File: config.mk
export PLATFORM = sky130hd
export DESIGN_NAME = fifo_read_stream
export DESIGN_NICKNAME = d
export VERILOG_FILES = /design/src/rtl/fifo_read_stream.sv
export SDC_FILE = /design/constraint.sdc
export NUM_CORES = 1
export LEC_CHECK = 0
export BUFFER_PORTS_ARGS = -buffer_cell sky130_fd_sc_hd__buf_2
export CAP_MARGIN = 5
export CORE_ASPECT_RATIO = 1.75
export CORE_MARGIN = 2
export CORE_UTILIZATION = 51
export DETAILED_ROUTE_END_ITERATION = 6
export GPL_TIMING_DRIVEN = 0
export PLACE_DENSITY_LB_ADDON = 0.1
export RECOVER_POWER = 100
export SYNTH_ARGS = -nofsm -noshare
export SYNTH_HDL_FRONTEND = slang
export SYNTH_SLANG_ARGS = --single-unit
export TNS_END_PERCENT = 1
File: constraint.sdc
create_clock -name read_clk -period 2.1 [get_ports read_clk]
set_clock_uncertainty 0.2 [all_clocks]
set_input_delay 0.315 -clock read_clk [delete_from_list [all_inputs] [get_ports read_clk]]
set_output_delay 0.315 -clock read_clk [all_outputs]
set_load 0.005 [all_outputs]
File: src/rtl/fifo_read_stream.sv
// Drains a first-word-fall-through-less async FIFO read port into a valid/ready
// stream through a 3-entry skid buffer sized to cover the 1-cycle read latency.
module fifo_read_stream #(
  parameter int BITS     = 32,
  parameter int CNT_BITS = 32
) (
  input  logic                read_clk,
  input  logic                read_rst_n,
  input  logic                enable,
  output logic                p_read_en,
  input  logic [BITS-1:0]     p_read_data,
  input  logic                p_read_empty,
  output logic                m_valid,
  input  logic                m_ready,
  output logic [BITS-1:0]     m_data,
  output logic [CNT_BITS-1:0] xfer_count,
  output logic                overflow_err
);

  localparam logic [1:0] LAST_SLOT = 2'd2;
  localparam logic [1:0] FULL_OCC  = 2'd3;

  logic [1:0]      occ;
  logic [1:0]      head;
  logic [1:0]      tail;
  logic            infl;
  logic            armed;
  logic [BITS-1:0] skid [3];

  logic            push;
  logic            pop;
  logic            store;
  logic [2:0]      committed;

  function automatic logic [1:0] wrap_inc(input logic [1:0] ptr);
    return (ptr == LAST_SLOT) ? 2'd0 : ptr + 2'd1;
  endfunction

  // Slots already spoken for: buffered words plus the word still on its way
  // from the FIFO. A new read is only safe if it still fits after both land.
  assign committed = {1'b0, occ} + {2'b00, infl};

  // armed holds off reads until one full cycle after reset release; the
  // request never looks at m_ready, so there is no comb path from the sink.
  assign p_read_en = armed & enable & ~p_read_empty & (committed <= 3'd2);

  assign push    = infl;
  assign pop     = m_valid & m_ready;
  assign store   = push & ((occ != FULL_OCC) | pop);
  assign m_valid = (occ != 2'd0);
  assign m_data  = skid[head];

  always_ff @(posedge read_clk or negedge read_rst_n) begin
    if (!read_rst_n) begin
      occ          <= 2'd0;
      head         <= 2'd0;
      tail         <= 2'd0;
      infl         <= 1'b0;
      armed        <= 1'b0;
      xfer_count   <= '0;
      overflow_err <= 1'b0;
      // NOTE: the storage is reset too, so m_data reads 0 while in reset
      // instead of exposing whatever the last stream left behind.
      for (int i = 0; i < 3; i++) begin
        skid[i] <= '0;
      end
    end else begin
      // NOTE: every register here uses <= so all of them see the pre-edge
      // occ/head/tail; blocking writes would make the update order matter.
      armed <= 1'b1;
      infl  <= p_read_en;

      if (store) begin
        skid[tail] <= p_read_data;
        tail       <= wrap_inc(tail);
      end

      if (pop) begin
        head       <= wrap_inc(head);
        xfer_count <= xfer_count + CNT_BITS'(1);
      end

      if (push && (occ == FULL_OCC) && !pop) begin
        overflow_err <= 1'b1;
      end

      // Push-with-pop leaves occ alone; at occ=1 the new word becomes head.
      unique case ({store, pop})
        2'b10:   occ <= occ + 2'd1;
        2'b01:   occ <= occ - 2'd1;
        default: occ <= occ;
      endcase
    end
  end

endmodule

==> results.txt, run 1 <==
pwr dens: 1330 nW/um2
sequential area share after synthesis: 54.5%
largest net degree at the start of global routing: 76
largest cells by area after synthesis: dfrtp_1, mux2_2, mux2_4
final net count: 698
Diodes inserted: 0
drt initial violations: 164
FP Rows: 53
top cells by count, synth: dfrtp_1, mux2_2, nand2_1, mux2i_1, o21ai_0
# DRC: 0
CTS tree: yes
Max-slew headroom: 40.9%
Die Y: 151 um
Flop pwr share: 38.4%
Comb power frac: 30.4%
CTS Sinks: 137
clk buf depth: 2
Final Slew Violations: 0
Fmax: 450 MHz
WP data required: 2.19 ns
Setup crit start kind: register
status: complete, but fails checks
gpl congestion: 0.736
CTS root buffer: clkbuf_16
FF+latch area: 3430 um2
grt met3 use: 5.23%
TritonCTS buffer count: 17
Reg clk slew, reported paths: 0.05 ns
antenna violations before repair: 0
Final setup viols: 62
CP Capture Type: register
Switching Fraction: 27.9%
Horiz. Die Dim: 88.0 um
total track usage: 22.8%
Initial Util: 52.5%
vias in the first global route: 4640
unrepaired setup endpoints after global routing: true
met2 Use GR: 41.7%
Gate Count Post-Synth: 490
number of synthesized flops with an enable pin: 0
Vias: 4345
max cap viols: 0
fin crit share: 106%
Yosys top cell by area: dfrtp_1
area of the core: 12000 um2
die area: 13300 um2
P_sw: 3.07 mW
Yosys cell types: 39
share of the synthesized area in the top cell type: 54.5%
Clk network pwr share: 31.2%
first-pass GRT wire length: 23100 um
Post-Place Cell Area: 7050 um2
WL per Instance: 16.7 um
Routed Antenna Nets: 0
CP arrival: 2.31 ns
Lkg Pwr: 4.00 nW
final worst slack: -0.120 ns
PortBufs: 103
area of the multi-input gates: 2730 um2
fin util: 68.7%
syn_nets: 531
layout cells sized above 1: 38.7%
Avg Cell Area, Syn: 12.8 um2
Tmin final: 2.22 ns
Synth Register Bits: 137
I/O pins: 104
Final Hold Vio Count: 0
Top Usage Layer GRT: met2
area of the mapped netlist: 6300 um2
critical path fanouts, max: 10
Max VDD drop: 1.07 mV
area grow syn2layout: 31.1%
final design instance area without fill: 8250 um2
ys flop type: dfrtp_1
most common cell in the netlist: dfrtp_1
drt first pass iters: 4
H-tree levels: 4
clock latency at the later pin of the worst-skew pair: 0.41 ns
Post-synth ARST share: 100%
GR Util met1: 25.9%
Hold Path Class: in -> reg
worst slew pin tran: 0.887 ns
Final HPWL DP: 8900 um
gr ovfl total: 0
Fill cells: 881
Routed WL: 13900 um
kind of critical path: reg -> reg
internal power: 7.92 mW
Vias per Instance: 5.22
violated checks: negative setup slack
Ys Warns: 0
==> metrics by stage <==
stage	std cells	setup TNS (ns)	hold WS, ns	total power [mW]	setup slack (ns)
after CTS	828	-2.32	0.0384	11.0	-0.125
after global placement	758	-185.67	0.253	7.13	-1.32
after floorplan	490	0	-0.181	6.12	0.173
final	832	-3.97	0.0629	11.0	-0.120
after global routing	832	-11.62	0.0564	11.6	-0.188
after detailed placement	759	-10.28	0.142	7.28	-0.311
==> final timing paths <==
kind                                            startpoint                          to  slack, ns  cells past startpoint
worst min register to register  xfer_count[31]$_DFFE_PN0N_  xfer_count[31]$_DFFE_PN0N_       0.28                      1
worst min-delay path                                enable              infl$_DFF_PN0_       0.06                      4
worst max-delay path                        infl$_DFF_PN0_        skid[32]$_DFFE_PN0P_      -0.12                      6
max in group asynchronous                       read_rst_n          occ[0]$_DFFE_PN0P_       0.22                      3
worst max register to register              infl$_DFF_PN0_        skid[32]$_DFFE_PN0P_      -0.12                      6
min in group asynchronous                       read_rst_n         skid[8]$_DFFE_PN0P_       0.38                      2
==> state kept, by name, indices dropped and copies added (netlist names) <==
| register | flops |
|---|---|
| head | 2 |
| overflow_err | 1 |
| occ | 2 |
| skid | 96 |
| infl | 1 |
| tail | 2 |
| armed | 1 |
| xfer_count | 32 |
==> layer usage <==
metal	wire [um]	part of all wire, %	vias up
met5	0	0	-
met4	254	1.8	0
met3	439	3.2	22
met2	7650	55	84
met1	5560	40	2199
li1	-	-	2040
==> cells in the final DEF, fill, tap and decap left out, types with 4 or more instances in the layout <==
cell	n
clkbuf_16	19
xor2_1	21
buf_2	78
buf_4	13
clkbuf_2	4
buf_6	5
and3_1	5
xnor2_1	11
nand3_1	10
clkbuf_1	27
inv_1	9
mux2_2	68
o21ai_2	4
nor4_1	6
mux2i_1	32
nand2_1	44
nor2_1	8
o21ai_0	9
nor3_1	12
dfrtp_1	134
nand4_1	6
and4_1	4
o21ai_1	21
dlygate4sd3_1	34
mux2_4	29
bufinv_16	7
==> cell type report <==
cell class	count	share of cell area [%]
flip-flops and latches	137	41.6
well taps	165	2.50
clock inverters	12	3.03
plain buffers	23	3.12
inverters	10	0.485
clock buffers	17	5.16
repair buffers	149	11.1
multi-input cells	319	33.0
==> power groups by stage <==
stage	registers (mW)	clock network (mW)	logic, mW
final	4.22	3.42	3.34
after global routing	4.33	3.62	3.68
after CTS	4.20	3.48	3.32
after detailed placement	4.21	0	3.08
after global placement	4.13	0	3.00
after floorplan	4.05	0	2.07
==> critical path, cell delays in order (launching register included) <==
cell and delay, ns:
dfrtp_2 0.38, clkbuf_1 0.26, o21ai_4 0.13, or3b_4 0.38, clkbuf_2 0.22, buf_12 0.21
mux2_4 0.31
==> what timing repair did <==
item                       4_1_cts  5_1_grt
resized for setup               55       18
hold buffers                    34        0
hold endpoints to repair       159        0
pin swaps                        6        2
setup endpoints to repair       63      127
buffers inserted                 7        4
==> cells by family after synthesis <==
kind of cell | Yosys count | synth area share (%)
other | 1 | 0.0596
AOI/OAI and AO/OA | 44 | 3.90
buffers and inverters | 34 | 3.50
xor gates and xnor gates | 32 | 4.45
muxes | 129 | 24.2
DFF | 137 | 54.5
and+or+nand+nor | 109 | 8.68
adders and majority gates | 4 | 0.795
Power figures use the tool's default switching activity.
==> inputs of run 2 (changes only) <==
--- a/constraint.sdc
+++ b/constraint.sdc
@@ -4,2 +4,2 @@
 set_output_delay 0.315 -clock read_clk [all_outputs]
-set_load 0.005 [all_outputs]
+set_load 0.1 [all_outputs]
==> run 2 against run 1 <==
Effect of this change:
- the flow still finishes with violations (negative setup slack)
- cell count is 0.60% higher
- setup slack lost 0.045 ns
- clock-buffer cell count rose by 2
- sequential cell count unchanged
- fmax decreased by 2.0%
- cell area increased by 8.4%
- first-iteration DRC count increased by 15%
==> results.txt, run 2 (synthesis results as in run 1) <==
status: complete, but fails checks
violated checks: negative setup slack
max reg flops: 96 (unchanged)
PortBufs: 103 (unchanged)
I/O pins: 104 (unchanged)
Vias per Instance: 5.24 (+0.43%)
Worst path slowest cell: dfrtp_1
crit path cell chain: buf_6 -> inv_1 -> ha_4 -> a21oi_2 -> nor3_4 -> buf_12
Slowest Stage Delay on Critical Path: 0.37 ns (about the same)
fin util: 74.5% (+5.8 points)
final net count: 701 (+0.43%)
fin crit share: 108% (+2.2 points)
unrepaired setup endpoints after global routing: true
Post-Place Cell Area: 7180 um2 (+1.8%)
CTS root buffer: clkbuf_16
largest net degree at the start of global routing: 88 (+16%)
Horiz. Die Dim: 88.0 um (unchanged)
Vias: 4390 (+1.0%)
Reg2Reg Setup Slack: 0.04 ns (+0.16 ns)
vias in the first global route: 4590 (-1.1%)
most common cell after layout, fill and taps aside: dfrtp_1
WP data required: 1.58 ns (-0.61 ns)
worst slew pin tran: 1.32 ns (+0.434 ns)
commonest cells after routing, fill and taps aside: dfrtp_1, buf_2, mux2_2
Die Y: 151 um (unchanged)
Final Hold Vio Count: 0 (unchanged)
gr ovfl total: 0 (unchanged)
first-pass GRT wire length: 23000 um (-0.48%)
CP arrival: 1.75 ns (-0.56 ns)
largest reg by FF count: skid
Reg clk slew, reported paths: 0.06 ns (about the same)
final worst slack: -0.166 ns (-0.0455 ns)
Routed Antenna Nets: 0 (unchanged)
Hold Path Class: in -> reg
Initial Util: 52.5% (unchanged)
Tmin final: 2.27 ns (+0.0455 ns)
H-tree levels: 4 (unchanged)
Max-slew headroom: 11.9% (-29 points)
CP Capture Type: output pin
gpl congestion: 0.731 (-0.71%)
Hold Path Origin: m_ready
antenna violations before repair: 0 (unchanged)
Final Slew Violations: 0 (unchanged)
Diodes inserted: 0 (unchanged)
FP Rows: 53 (unchanged)
Critical Path Source: occ[1]$_DFFE_PN0P_
# DRC: 0 (unchanged)
Fmax: 441 MHz (-2.0%)
biggest regs: skid (96), xfer_count (32)
Final setup viols: 32 (-48%)
drt first pass iters: 4 (unchanged)
Routed WL: 14500 um (+4.0%)
Final HPWL DP: 8960 um (+0.60%)
clk buf depth: 2 (unchanged)
final design instance area without fill: 8940 um2 (+8.4%)
drt initial violations: 188 (+15%)
critical path fanouts, max: 8 (-2)
die area: 13300 um2 (unchanged)
TritonCTS buffer count: 17 (unchanged)
CTS Sinks: 137 (unchanged)
kind of critical path: reg -> out
clock latency at the later pin of the worst-skew pair: 0.42 ns (about the same)
total track usage: 22.6% (-0.17 points)
CTS tree: yes
area grow syn2layout: 42.1%
area of the core: 12000 um2 (unchanged)
Setup crit start kind: register
WL per Instance: 17.3 um (+3.3%)
reg2reg start: occ[0]$_DFFE_PN0P_
max cap viols: 0 (unchanged)
layout cells sized above 1: 49.0% (+10 points)
==> run 2: cell count changes in the layout (fill, tap and decap cells not counted), sizes merged <==
cell / delta
clkinv: +6
bufinv: -5
clkbuf: -27
dlygate4sd3: +1
clkinvlp: -1
buf: +31
==> run 2: stage by stage <==
stage          setup slack, ns  hold slack [ns]  instances  TNS (ns)
3_5_place_dp            -0.666           0.0936        759    -21.78
6_report                -0.166            0.131        837     -3.24
2_1_floorplan           -0.392           -0.181        490    -15.37
3_3_place_gp             -1.37            0.253        758   -205.89
4_1_cts                 -0.203            0.122        827     -5.31
5_1_grt                 -0.218            0.164        837    -19.38
==> run 2: final cells by class <==
| type | count | area, um2 |
|---|---|---|
| Clock buffer | 19 | 453 |
| Fill cell | 808 | 3060 |
| Timing Repair Buffer | 152 | 1490 |
| Tap cell | 165 | 206 |
| Sequential cell | 137 | 3430 |
| Inverter | 10 | 37.5 |
| Multi-Input combinational cell | 319 | 2910 |
| Buffer | 23 | 287 |
| Clock inverter | 12 | 126 |
==> run 2: what timing repair did <==
| item | in CTS | in global routing |
|---|---|---|
| endpoints found under the setup margin | 62 | 96 |
| pin swaps | 5 | 6 |
| hold buffers | 35 | 0 |
| endpoints found under the hold margin | 147 | 0 |
| resized for setup | 177 | 21 |
| gates cloned | 0 | 2 |
| setup buffers | 3 | 8 |
==> run 2: routing by layer <==
metal | global-route usage (%) | vias up | wire length (um) | share of wire, %
li1 | - | 2059 | - | -
met1 | 26.7 | 2245 | 5800 | 40
met2 | 40.2 | 72 | 8090 | 56
met3 | 4.90 | 14 | 412 | 2.9
met4 | 7.38 | 0 | 158 | 1.1
met5 | 0 | - | 0 | 0
==> run 2: path summary, 6_finish.rpt <==
kind | endpoint | cells past startpoint
min in group asynchronous | skid[7]$_DFFE_PN0P_ | 2
worst min register to register | xfer_count[31]$_DFFE_PN0N_ | 1
worst max-delay path | p_read_en | 6
worst max register to register | skid[59]$_DFFE_PN0P_ | 7
worst min-delay path | tail[1]$_DFFE_PN0P_ | 4
max in group asynchronous | xfer_count[29]$_DFFE_PN0N_ | 3
==> run 2: critical path: cells and delay by family, from the launching register on <==
kind                       cells  cell delay (ns)
adders and majority gates      1             0.27
AOI/OAI and AO/OA              1             0.05
DFF                            1             0.37
and+or+nand+nor                1             0.21
buffers and inverters          3             0.43
Power of run 2 is left out: the tool's default activity adds up to more than one toggle a clock period on the data nets, which glitch-free logic cannot reach.
==> inputs of run 3 (changes only) <==
- CORE_MARGIN: 2 -> 8
==> run 3 against run 2 <==
Effect of this change:
- the flow still finishes with violations (negative setup slack)
- register-to-register slack got worse by 0.17 ns
- die area increased by 23%
- worst hold slack got worse by 0.11 ns
- routed wire length increased by 3.0%
- sequential cell count unchanged
- cell area decreased by 0.77%
- highest routed layer unchanged
- critical endpoint unchanged
- setup slack got worse by 0.0082 ns
- non-clock buffer count decreased by 10
==> results.txt, run 3 (synthesis results as in run 1) <==
most common cell after layout, fill and taps aside: dfrtp_1
first-pass GRT wire length: 25000 um (+8.8%)
gpl congestion: 0.739 (+1.0%)
WP data required: 1.58 ns (about the same)
Die Y: 163 um (+7.9%)
Slowest Stage Delay on Critical Path: 0.36 ns (about the same)
area grow syn2layout: 41.0%
H-tree levels: 4 (unchanged)
Final Instance Count excl. Fillers: 828 (-1.1%)
commonest cells after routing, fill and taps aside: dfrtp_1, mux2_2, nand2_1
kind of critical path: reg -> out
post-place setup slack: -0.649 ns (+0.0169 ns)
worst slew pin tran: 1.31 ns (-0.00928 ns)
Max-slew headroom: 12.6% (+0.62 points)
Hold Path Class: in -> reg
Setup crit start kind: register
CP Capture Type: output pin
Routed WL: 14900 um (+3.0%)
CTS tree: yes
Routed Antenna Nets: 0 (unchanged)
largest reg by FF count: skid
Final Hold Vio Count: 0 (unchanged)
Fill cells: 800 (-0.99%)
CTS root buffer: clkbuf_16
PortBufs: 103 (unchanged)
Horiz. Die Dim: 100 um (+14%)
largest net degree at the start of global routing: 81 (-8.0%)
Fmax: 440 MHz (-0.36%)
total track usage: 19.5% (-3.1 points)
status: complete, but fails checks
clk buf depth: 2 (unchanged)
drt initial violations: 121 (-36%)
Final setup viols: 123 (+280%)
fin crit share: 108% (+0.39 points)
# DRC: 0 (unchanged)
Worst path slowest cell: dfrtp_1
max cap viols: 0 (unchanged)
WL per Instance: 18.0 um (+4.1%)
CP arrival: 1.76 ns (about the same)
violated checks: negative setup slack
Vias: 4341 (-1.1%)
FP Rows: 53 (unchanged)
vias in the first global route: 4909 (+6.9%)
Vias per Instance: 5.24 (about the same)
final worst slack: -0.174 ns (-0.00821 ns)
CTS Sinks: 137 (unchanged)
biggest regs: skid (96), xfer_count (32)
die area: 16300 um2 (+23%)
clock latency at the later pin of the worst-skew pair: 0.42 ns (about the same)
crit path cell chain: buf_6 -> inv_1 -> ha_4 -> a21oi_4 -> nor3_4 -> buf_12
I/O pins: 104 (unchanged)
critical path fanouts, max: 8 (unchanged)
TritonCTS buffer count: 17 (unchanged)
unrepaired setup endpoints after global routing: true
area of the core: 12000 um2 (unchanged)
Diodes inserted: 0 (unchanged)
final net count: 691 (-1.4%)
Worst Hold Margin: 0.0218 ns (-0.110 ns)
Final Slew Violations: 0 (unchanged)
Initial Util: 52.5% (unchanged)
drt first pass iters: 4 (unchanged)
Final HPWL DP: 9670 um (+7.9%)
antenna violations before repair: 0 (unchanged)
Reg clk slew, reported paths: 0.06 ns (about the same)
max reg flops: 96 (unchanged)
Reg2Reg Setup Slack: -0.13 ns (-0.17 ns)
placed insts: 759 (unchanged)
gr ovfl total: 0 (unchanged)
Tmin final: 2.27 ns (+0.00821 ns)
layout cells sized above 1: 47.5% (-1.4 points)
[run 3: cell count changes in the layout (fill, tap and decap cells not counted), moves of 2 or more]
cell           before  now
buf_2              70   36
buf_4              15    8
buf_6              11    8
bufinv_16           2    4
clkbuf_1            0    3
clkbuf_2            4   38
clkinv_2            5    3
clkinv_4            3    1
clkinvlp_4          2    4
dlygate4sd3_1      35   33
nand2_1            36   39
nand2_2            11    8
o21ai_2            27   30
o21ai_4             5    3
[run 3: worst paths after layout]
kind                                                 start                          to  cells after the start
worst max-delay path                    occ[1]$_DFFE_PN0P_                   p_read_en                      6
worst max register to register          occ[0]$_DFFE_PN0P_        skid[35]$_DFFE_PN0P_                      7
min in group asynchronous                       read_rst_n        skid[68]$_DFFE_PN0P_                      2
max in group asynchronous                       read_rst_n          occ[0]$_DFFE_PN0P_                      3
worst min register to register  xfer_count[31]$_DFFE_PN0N_  xfer_count[31]$_DFFE_PN0N_                      1
worst min-delay path                          p_read_empty              infl$_DFF_PN0_                      3
[run 3: layer usage]
| layer | part of all wire, % | vias up | track usage [%] |
|---|---|---|---|
| met2 | 54 | 89 | 34.8 |
| met1 | 40 | 2198 | 21.8 |
| met4 | 1.7 | 0 | 7.20 |
| li1 | - | 2034 | - |
| met5 | 0 | - | 0 |
| met3 | 4.0 | 20 | 4.84 |
[run 3: critical path, delay by kind of cell, from the launching register on]
family          cells  cell delay (ns)
compound gates      1             0.06
fa+ha+maj           1             0.28
buf+inv             3             0.42
flops               1             0.36
simple gates        1             0.21
[run 3: metrics by stage]
step           utilization [%]  area [um2]  setup TNS (ns)
2_1_floorplan                -        6420          -15.37
3_3_place_gp              59.5        7150         -205.46
3_5_place_dp              59.8        7180          -21.06
4_1_cts                   73.4        8810           -5.59
5_1_grt                   73.9        8870          -37.38
6_report                  73.9        8870          -12.65
[run 3: layout make-up]
cell class,instances,area (um2),share of cell area (%)
Sequential cell,137,3430,38.7
Tap cell,165,206,2.33
Buffer,23,284,3.20
Clock inverter,12,174,1.96
Timing Repair Buffer,142,1410,15.9
Inverter,10,37.5,0.423
Clock buffer,20,447,5.03
Multi-Input combinational cell,319,2890,32.5
[run 3: repair_timing]
action	4_1_cts	5_1_grt
endpoints found under the setup margin	62	126
cloned	0	0
gates resized for setup	175	28
hold endpoints to repair	153	0
pin swaps	4	5
hold buffers	33	0
setup buffers	4	1
Power of run 3 is left out for the same reason.
